===== src/rtl/riscv_defines.sv =====
// rtl/riscv_defines.sv - Shared pipeline word width, NOP encoding and IF/ID entry type
package riscv_defines;

  localparam int WORD_WIDTH = 32;
  localparam logic [WORD_WIDTH-1:0] NOP_INSTR = 32'h0000_0013;

  typedef struct packed {
    logic [WORD_WIDTH-1:0] instr;
    logic [WORD_WIDTH-1:0] pc;
    logic [WORD_WIDTH-1:0] pc_plus4;
  } if_id_entry_t;

endpackage


===== src/rtl/if_id_fifo_if.sv =====
// rtl/if_id_fifo_if.sv - Fetch/decode handshake bundle for the IF/ID buffer
interface if_id_fifo_if
  import riscv_defines::*;
#(
  parameter int DEPTH = 2
);

  localparam int CNT_W = $clog2(DEPTH + 1);

  logic                  flush_i;
  logic                  push_valid_i;
  logic                  push_ready_o;
  logic [WORD_WIDTH-1:0] push_instr_i;
  logic [WORD_WIDTH-1:0] push_pc_i;
  logic [WORD_WIDTH-1:0] push_pc_plus4_i;
  logic                  instr_valid_o;
  logic                  id_ready_i;
  logic [WORD_WIDTH-1:0] instr_o;
  logic [WORD_WIDTH-1:0] pc_o;
  logic [WORD_WIDTH-1:0] pc_plus4_o;
  logic                  no_op_flag_o;
  logic [CNT_W-1:0]      count_o;
  logic                  overflow_o;

  // Fetch/decode side that drives pushes, flushes and consumption
  modport master (
    output flush_i, push_valid_i, push_instr_i, push_pc_i, push_pc_plus4_i, id_ready_i,
    input  push_ready_o, instr_valid_o, instr_o, pc_o, pc_plus4_o, no_op_flag_o,
           count_o, overflow_o
  );

  // Buffer side
  modport slave (
    input  flush_i, push_valid_i, push_instr_i, push_pc_i, push_pc_plus4_i, id_ready_i,
    output push_ready_o, instr_valid_o, instr_o, pc_o, pc_plus4_o, no_op_flag_o,
           count_o, overflow_o
  );

endinterface


===== src/rtl/if_id_fifo.sv =====
// rtl/if_id_fifo.sv - First-word-fall-through IF/ID instruction buffer with flush
module if_id_fifo
  import riscv_defines::*;
#(
  parameter int DEPTH = 2
) (
  input  logic        clk,
  input  logic        rst_n,
  if_id_fifo_if.slave bus
);

  localparam int PTR_W = $clog2(DEPTH);
  localparam int CNT_W = $clog2(DEPTH + 1);
  localparam logic [CNT_W-1:0] FULL_COUNT = CNT_W'(DEPTH);

  if_id_entry_t     mem [DEPTH];
  if_id_entry_t     head;
  logic [PTR_W-1:0] rptr;
  logic [PTR_W-1:0] wptr;
  logic [CNT_W-1:0] count;
  logic             overflow;
  logic             push_ready;
  logic             instr_valid;
  logic             push_fire;
  logic             pop_fire;

  // Ready looks only at occupancy so there is no ID-ready to fetch-ready path
  assign push_ready  = (count != FULL_COUNT);
  assign instr_valid = (count != '0);
  assign push_fire   = bus.push_valid_i && push_ready && !bus.flush_i;
  assign pop_fire    = instr_valid && bus.id_ready_i && !bus.flush_i;
  assign head        = mem[rptr];

  // Pointer, occupancy and sticky overflow bookkeeping; flush wins over push and pop
  always_ff @(posedge clk or negedge rst_n) begin
    if (!rst_n) begin
      rptr     <= '0;
      wptr     <= '0;
      count    <= '0;
      overflow <= 1'b0;
    end else if (bus.flush_i) begin
      rptr  <= '0;
      wptr  <= '0;
      count <= '0;
    end else begin
      if (push_fire) wptr <= wptr + 1'b1;
      if (pop_fire)  rptr <= rptr + 1'b1;
      case ({push_fire, pop_fire})
        2'b10:   count <= count + 1'b1;
        2'b01:   count <= count - 1'b1;
        default: count <= count;
      endcase
      if (bus.push_valid_i && !push_ready) overflow <= 1'b1;
    end
  end

  // Entry storage carries no reset so it can map onto plain registers or RAM
  always_ff @(posedge clk) begin
    if (push_fire) begin
      mem[wptr] <= '{instr: bus.push_instr_i, pc: bus.push_pc_i, pc_plus4: bus.push_pc_plus4_i};
    end
  end

  // Head view toward ID, replaced by a NOP bubble while empty
  always_comb begin
    bus.instr_o      = NOP_INSTR;
    bus.pc_o         = '0;
    bus.pc_plus4_o   = '0;
    bus.no_op_flag_o = 1'b1;
    if (instr_valid) begin
      bus.instr_o      = head.instr;
      bus.pc_o         = head.pc;
      bus.pc_plus4_o   = head.pc_plus4;
      bus.no_op_flag_o = 1'b0;
    end
  end

  assign bus.push_ready_o  = push_ready;
  assign bus.instr_valid_o = instr_valid;
  assign bus.count_o       = count;
  assign bus.overflow_o    = overflow;

  a_count_bound: assert property (@(posedge clk) disable iff (!rst_n) count <= FULL_COUNT);
  a_no_pop_empty: assert property (@(posedge clk) disable iff (!rst_n) pop_fire |-> instr_valid);

endmodule


===== src/flat_wrapper.sv =====
// flat-port wrapper written by rule: the top's interface ports become plain ports
module if_id_fifo_flat import riscv_defines::*;
#(
  parameter int DEPTH = 2
)
  (clk, rst_n, bus_flush_i, bus_push_valid_i, bus_push_instr_i, bus_push_pc_i, bus_push_pc_plus4_i, bus_id_ready_i, bus_push_ready_o, bus_instr_valid_o, bus_instr_o, bus_pc_o, bus_pc_plus4_o, bus_no_op_flag_o, bus_count_o, bus_overflow_o);
  if_id_fifo_if #(.DEPTH(DEPTH)) bus_i ();
  input  logic clk;
  input  logic rst_n;
  input wire logic [$bits(bus_i.flush_i)-1:0] bus_flush_i;
  input wire logic [$bits(bus_i.push_valid_i)-1:0] bus_push_valid_i;
  input wire logic [$bits(bus_i.push_instr_i)-1:0] bus_push_instr_i;
  input wire logic [$bits(bus_i.push_pc_i)-1:0] bus_push_pc_i;
  input wire logic [$bits(bus_i.push_pc_plus4_i)-1:0] bus_push_pc_plus4_i;
  input wire logic [$bits(bus_i.id_ready_i)-1:0] bus_id_ready_i;
  output wire logic [$bits(bus_i.push_ready_o)-1:0] bus_push_ready_o;
  output wire logic [$bits(bus_i.instr_valid_o)-1:0] bus_instr_valid_o;
  output wire logic [$bits(bus_i.instr_o)-1:0] bus_instr_o;
  output wire logic [$bits(bus_i.pc_o)-1:0] bus_pc_o;
  output wire logic [$bits(bus_i.pc_plus4_o)-1:0] bus_pc_plus4_o;
  output wire logic [$bits(bus_i.no_op_flag_o)-1:0] bus_no_op_flag_o;
  output wire logic [$bits(bus_i.count_o)-1:0] bus_count_o;
  output wire logic [$bits(bus_i.overflow_o)-1:0] bus_overflow_o;
  assign bus_i.flush_i = bus_flush_i;
  assign bus_i.push_valid_i = bus_push_valid_i;
  assign bus_i.push_instr_i = bus_push_instr_i;
  assign bus_i.push_pc_i = bus_push_pc_i;
  assign bus_i.push_pc_plus4_i = bus_push_pc_plus4_i;
  assign bus_i.id_ready_i = bus_id_ready_i;
  assign bus_push_ready_o = bus_i.push_ready_o;
  assign bus_instr_valid_o = bus_i.instr_valid_o;
  assign bus_instr_o = bus_i.instr_o;
  assign bus_pc_o = bus_i.pc_o;
  assign bus_pc_plus4_o = bus_i.pc_plus4_o;
  assign bus_no_op_flag_o = bus_i.no_op_flag_o;
  assign bus_count_o = bus_i.count_o;
  assign bus_overflow_o = bus_i.overflow_o;
  if_id_fifo #(.DEPTH(DEPTH)) u_core (.clk(clk), .rst_n(rst_n), .bus(bus_i));
endmodule

===== config.mk =====
export PLATFORM = sky130hd
export DESIGN_NAME = if_id_fifo_flat
export DESIGN_NICKNAME = d
export VERILOG_FILES = /design/src/rtl/riscv_defines.sv /design/src/rtl/if_id_fifo_if.sv /design/src/rtl/if_id_fifo.sv /design/src/flat_wrapper.sv
export SDC_FILE = /design/constraint.sdc
export NUM_CORES = 1
export LEC_CHECK = 0
export CAP_MARGIN = 20
export CORE_MARGIN = 2
export CORE_UTILIZATION = 48
export DETAILED_ROUTE_END_ITERATION = 7
export GPL_TIMING_DRIVEN = 0
export PLACE_DENSITY = 0.75
export SKIP_LAST_GASP = 1
export SYNTH_ARGS = -nofsm -noshare
export SYNTH_HDL_FRONTEND = slang
export SYNTH_SLANG_ARGS = --single-unit

===== constraint.sdc =====
create_clock -name clk -period 12.1 [get_ports clk]
set_clock_uncertainty 0.05 [all_clocks]
set_input_delay 3.025 -clock clk [delete_from_list [all_inputs] [get_ports clk]]
set_output_delay 3.025 -clock clk [all_outputs]
set_load 0.01 [all_outputs]

==> flow_summary.ini, run 1 <==
[status]
outcome = complete, no violations

[cells_and_area]
antenna_cells = 0
layout.core_utilization_pct = 69.1
syn_to_final_growth_pct = 40.0
post_layout_nonfiller_instances = 887
layout-drive-gt1-share_pct = 9.32
design.final.nets = 765

[setup_path]
critPathCaptureType = output pin
criticalPathCategory = reg -> out
timing.critical_path.fanout_max = 10
max_stage_delay_ps = 550
timing.rr.start = u_core.bus.count_o[1]
start_kind = register
timing.critical_path.from = u_core.rptr
critPathSlowestCell = sky130_fd_sc_hd__clkdlybuf4s50_1
critPathArrivalTime_ps = 2240
path_cells = buf_2, buf_6, clkbuf_4, mux2i_1, nor2_1, clkdlybuf4s50_1
critical_path_data_required_time_ps = 9020

[logic_synthesis]
yosys.area_share.adder_pct = 0
netlist_instances = 435
ys_seq_area_share_pct = 78.2
synth_compound_area_share_pct = 0.698
ys_ff_latch = 197
synth_top_family_by_area = multiplexers
postSynthAreaPerCell_um2 = 17.3
synthSimpleGateAreaFrac_pct = 5.58
synth_mux_area_share_pct = 12.9
synthXorXnorAreaFrac_pct = 0.116
synthesis.yosys.warnings = 0
count_of_unique_library_cells_instantiated_by_yosys = 26
synthesis.nets = 536
syn-cell-area_um2 = 7530

[timing]
finalCriticalPeriod_ps = 5310
hold_violations = 0
setup_viol = 0
fin_worst_hold_slack_ps = 421
layout_worst_path_cycle_share_pct = 43.9
unrepaired_setup_endpoints_after_global_routing = no
worst_setup_slack_final_ps = 6790
remaining_max_slew_budget_at_the_tightest_pin_pct = 31.0
drv_slew = 0
worst-slew-pin-transition_ps = 1030
timing.fmax_mhz = 188

[min_path]
holdCritPathClass = reg -> reg
hp-start = u_core.bus.overflow_o

[drt]
antenna_left = 0
drt_first_pass_iters = 4
route.vias.total = 4373
drc_violation_total_after_the_first_tritonroute_iteration = 214
wl_per_cell_um = 17.4
route.final.wire_length_mm = 15.4
drt_drc_violations_left = 0
routed_via_density = 4.93

[floorplan]
fp.dieW_um = 129
ioPinCount = 203
design.die.area_um2 = 16700
floorplan.initialDensity_pct = 49.4
dieHeight_um = 129
placeableCoreArea_um2 = 15300
num_rows = 45

[place]
place_congestion = 0.796
placedCellCount = 856
placed_wire_length_estimate_mm = 11.0
placement.setup.worst_slack_ps = 6440
port_buffers = 202

[clock_network]
clock_insertion_delay_at_the_later_pin_of_the_skew_report_ps = 410
cts_tree = built
clock-root-buffer = sky130_fd_sc_hd__clkbuf_16
htree_num_levels = 4
clock_path_buffers = 2
clk_pin_slew_worst_paths_ps = 60
cts_made_buffers = 17
post_cts.resized_instances = 0
clock_sink_count = 197
postCtsSetupRepairBufs = 0
cts_hold_buffers = 0

[global_route]
number_of_antenna_violations_at_the_first_check_in_global_routing = 0
grt_use_total_pct = 18.6
global_route.overflow_total = 0
maximum_number_of_pins_on_one_net_before_global_route_repair = 50
grt_pass1_wl_mm = 23.3
first_global_vias = 4613

[run]
drv.max_cap_violation_count = 0

[power_and_ir_drop]
ir_drop_v = 0.0000961
pwr_density_cell_nw_per_um2 = 147
cellLeakagePower_uw = 0.00353
[registers in the layout (all words and copies together) (netlist names)]
name / count
u_core.bus.overflow_o: 1
u_core.bus.count_o: 2
u_core.wptr: 1
u_core.mem: 192
u_core.rptr: 1
[worst max-delay path, delay by kind of cell (launching register included)]
kind / cells / cell delay [ps]
and+or+nand+nor: 1 / 120
muxes: 1 / 100
buffers and inverters: 4 / 1280
DFF: 1 / 310
[final timing paths]
| path | slack, ps | end | depth (start not counted) |
|---|---|---|---|
| max in group asynchronous | 9020 | u_core.bus.count_o[1] | 1 |
| worst min register to register | 420 | u_core.bus.overflow_o | 1 |
| min in group asynchronous | 2780 | u_core.wptr | 1 |
| worst max-delay path | 6790 | bus_pc_o[21] | 6 |
| worst max register to register | 9630 | u_core.mem[0][4] | 5 |
| worst min-delay path | 420 | u_core.bus.overflow_o | 1 |
[per-layer routing]
layer / GRT usage (%) / vias up / part of all wire [%]
li1: - / 2077 / -
met2: 31.3 / 172 / 50
met5: 0 / - / 0
met3: 7.84 / 19 / 10
met4: 6.07 / 0 / 1.2
met1: 21.7 / 2105 / 38
[cell families after synthesis]
group	after synthesis
buffers and inverters	25
XOR/XNOR	1
AND/OR/NAND/NOR	106
multiplexers	97
AO/OA/AOI/OAI	9
flip-flops	197
[power by group]
| group | switching, uW | internal, uW |
|---|---|---|
| Combinational | 95.8 | 115 |
| Clock | 232 | 325 |
| Sequential | 6.97 | 777 |
[cell type report]
cell class | count | area [um2]
flip-flops and latches | 197 | 5890
fillers | 1034 | 4720
repair buffers | 210 | 2140
multi-input cells | 213 | 1470
clock buffers | 19 | 433
well taps | 211 | 264
plain buffers | 22 | 174
clock inverters | 12 | 151
inverters | 3 | 13.8
[Yosys cell counts, drive strengths merged]
library cell | instances | area share, %
inv | 3 | 0.18
and3 | 1 | 0.083
o211ai | 1 | 0.10
or2 | 2 | 0.17
nand2 | 3 | 0.15
edfxtp | 192 | 77
o21ai | 2 | 0.13
nand3b | 1 | 0.10
a21oi | 4 | 0.27
a21o | 2 | 0.20
xor2 | 1 | 0.12
buf | 21 | 2.2
mux2i | 97 | 13
nor3b | 1 | 0.10
nor2 | 95 | 4.7
dfrtp | 5 | 1.7
clkbuf | 1 | 0.10
nor4 | 1 | 0.083
nor2b | 1 | 0.083
or3 | 1 | 0.083
[stage by stage]
step / TNS (ps) / cell area (um2) / power (uW)
CTS: 0 / 10500 / 1570
finish: 0 / 10500 / 1550
floorplan: 0 / 7540 / 894
global placement: -27240 / 9820 / 1010
global route: 0 / 10500 / 1610
detailed placement: 0 / 9960 / 1010
[cells in the final DEF (no fill, tap or decap), types with 2 or more instances in the layout]
cell type / count
sky130_fd_sc_hd__buf_8: 5
sky130_fd_sc_hd__o21ai_0: 2
sky130_fd_sc_hd__mux2i_1: 97
sky130_fd_sc_hd__nor2_1: 95
sky130_fd_sc_hd__clkbuf_16: 17
sky130_fd_sc_hd__buf_2: 10
sky130_fd_sc_hd__buf_4: 3
sky130_fd_sc_hd__nand2_1: 3
sky130_fd_sc_hd__edfxtp_1: 192
sky130_fd_sc_hd__inv_6: 3
sky130_fd_sc_hd__a21oi_1: 4
sky130_fd_sc_hd__clkdlybuf4s50_1: 202
sky130_fd_sc_hd__a21o_1: 2
sky130_fd_sc_hd__dfrtp_1: 5
sky130_fd_sc_hd__clkbuf_1: 2
sky130_fd_sc_hd__bufinv_16: 3
sky130_fd_sc_hd__clkinv_2: 3
sky130_fd_sc_hd__buf_6: 10
No activity file was read; power rests on OpenSTA's default activity.
==> run 2: changes to the inputs <==
Settings changed: CORE_UTILIZATION 48 to 44, PLACE_DENSITY 0.75 to 0.73.
Clock period 12.1 ns to 4.25 ns, I/O delays scaled along.
==> flow_summary.ini, run 2 (same netlist as run 1, synthesis figures left out) <==
[global_route]
maximum_number_of_pins_on_one_net_before_global_route_repair = 53
global_route.overflow_total = 0
grt_use_total_pct = 17.1
first_global_vias = 4545
number_of_antenna_violations_at_the_first_check_in_global_routing = 0
grt_pass1_wl_mm = 23.5

[cells_and_area]
layout.core_utilization_pct = 63.5
layout-drive-gt1-share_pct = 9.73
design.final.nets = 766
antenna_cells = 0
largest_reg_flops = 192
syn_to_final_growth_pct = 40.2
design_area_um2 = 10600
most-common-layout-cells = sky130_fd_sc_hd__clkdlybuf4s50_1 (202), sky130_fd_sc_hd__edfxtp_1 (192), sky130_fd_sc_hd__mux2i_1 (97)
layout.filler_cells = 1184
seqCellArea_um2 = 5890
largest_register = u_core.mem
area_taken_by_multi_input_logic_gates_um2 = 1470
mostFrequentLayoutCell = sky130_fd_sc_hd__clkdlybuf4s50_1

[setup_path]
worstReg2RegEnd = u_core.mem[0][16]
critPathSlowestCell = sky130_fd_sc_hd__clkdlybuf4s50_1
reg2reg_setup_slack_ps = 1960
path_cells = or2_1, buf_4, inv_4, buf_8, buf_6, nor2_1, clkdlybuf4s50_1
max_stage_delay_ps = 500
critPathArrivalTime_ps = 2260
criticalPathCategory = reg -> out
critical_path_data_required_time_ps = 3140
timing.critical_path.fanout_max = 10
timing.rr.start = u_core.bus.count_o[1]
critPathCaptureType = output pin
worstRegToRegCells = 5
start_kind = register

[run]
drv.max_cap_violation_count = 0

[timing]
unrepaired_setup_endpoints_after_global_routing = no
remaining_max_slew_budget_at_the_tightest_pin_pct = 52.2
timing.fmax_mhz = 296
setup-tns-final_ps = 0
layout_worst_path_cycle_share_pct = 79.4
drv_slew = 0
setup_viol = 0
hold_violations = 0
worst-slew-pin-transition_ps = 712
worst_setup_slack_final_ps = 875
finalCriticalPeriod_ps = 3370

[floorplan]
num_rows = 47
dieHeight_um = 135
design.die.area_um2 = 18200
placeableCoreArea_um2 = 16600
fp.dieW_um = 135
floorplan.initialDensity_pct = 45.3
ioPinCount = 203

[clock_network]
clock_path_buffers = 2
postCtsSetupRepairBufs = 0
clock-root-buffer = sky130_fd_sc_hd__clkbuf_16
cts_made_buffers = 17
cts_tree = built
clock_insertion_delay_at_the_later_pin_of_the_skew_report_ps = 420
htree_num_levels = 4
post_cts.resized_instances = 0
clk_pin_slew_worst_paths_ps = 70
clock_sink_count = 197
cts_hold_buffers = 0

[place]
port_buffers = 202
placement.setup.worst_slack_ps = 735
placed_wire_length_estimate_mm = 10.7
place_congestion = 0.769
dpl_cell_area_um2 = 9990

[power_and_ir_drop]
power.sequential.fraction_pct = 50.7
p_int_uw = 3410
switchingPower_uw = 987
cellLeakagePower_uw = 0.00354
power.share.combinational_pct = 13.7
pwr_density_cell_nw_per_um2 = 417
ir_drop_v = 0.000268
power_frac_clock_pct = 35.6
switching_share_pct = 22.4

[drt]
drt_first_pass_iters = 4
route.final.wire_length_mm = 15.3
drc_violation_total_after_the_first_tritonroute_iteration = 152
drt_drc_violations_left = 0
routed_via_density = 4.85
wl_per_cell_um = 17.1
route.vias.total = 4351
antenna_left = 0

[min_path]
worstHoldEndpoint = u_core.bus.overflow_o
holdCritPathClass = reg -> reg
hold-path-cell-count = 1
hp-start = u_core.bus.overflow_o

[status]
outcome = complete, no violations
run 2: per-stage QoR:
step           power [uW]  hold WS (ps)  cells
2_1_floorplan        2540           443    435
3_3_place_gp         2870           394    857
3_5_place_dp         2890           417    866
4_1_cts              4440           434    898
5_1_grt              4560           447    898
6_report             4400           431    898
run 2: per-layer routing:
metal	vias to the layer above	global-route usage (%)	part of all wire, %
li1	2079	-	-
met1	2089	20.3	40
met2	165	28.7	50
met3	18	6.38	8.9
met4	0	5.85	1.4
met5	-	0	0
run 2: power by group through the flow:
stage	logic, uW	clock network (uW)	registers, uW
2_1_floorplan	265	0	2280
3_3_place_gp	585	0	2280
3_5_place_dp	611	0	2270
4_1_cts	615	1600	2230
5_1_grt	651	1670	2240
6_report	604	1570	2230
run 2: worst max-delay path by stage:
stage	from	to	slack (ps)	depth (start not counted)
after floorplan	bus_push_valid_i	u_core.mem[0][0]	-540	2
after global placement	bus_push_valid_i	u_core.mem[0][0]	-2770	3
after detailed placement	bus_push_valid_i	u_core.mem[0][59]	730	6
after CTS	u_core.bus.count_o[0]	bus_instr_o[11]	820	7
after global routing	u_core.bus.count_o[0]	bus_instr_o[12]	750	7
final	u_core.bus.count_o[0]	bus_instr_o[12]	880	7
run 2: critical path, delay by kind of cell (launching register included):
kind / cells / cell delay [ps]
DFF: 1 / 460
buffers and inverters: 5 / 1060
and+or+nand+nor: 2 / 320
run 2: area by class of cell:
class	count	area share, %
Tap cell	220	2.61
Multi-Input combinational cell	213	13.9
Sequential cell	197	55.8
Clock buffer	17	4.03
Timing Repair Buffer	211	20.4
Buffer	22	1.65
Clock inverter	15	1.42
Inverter	3	0.130
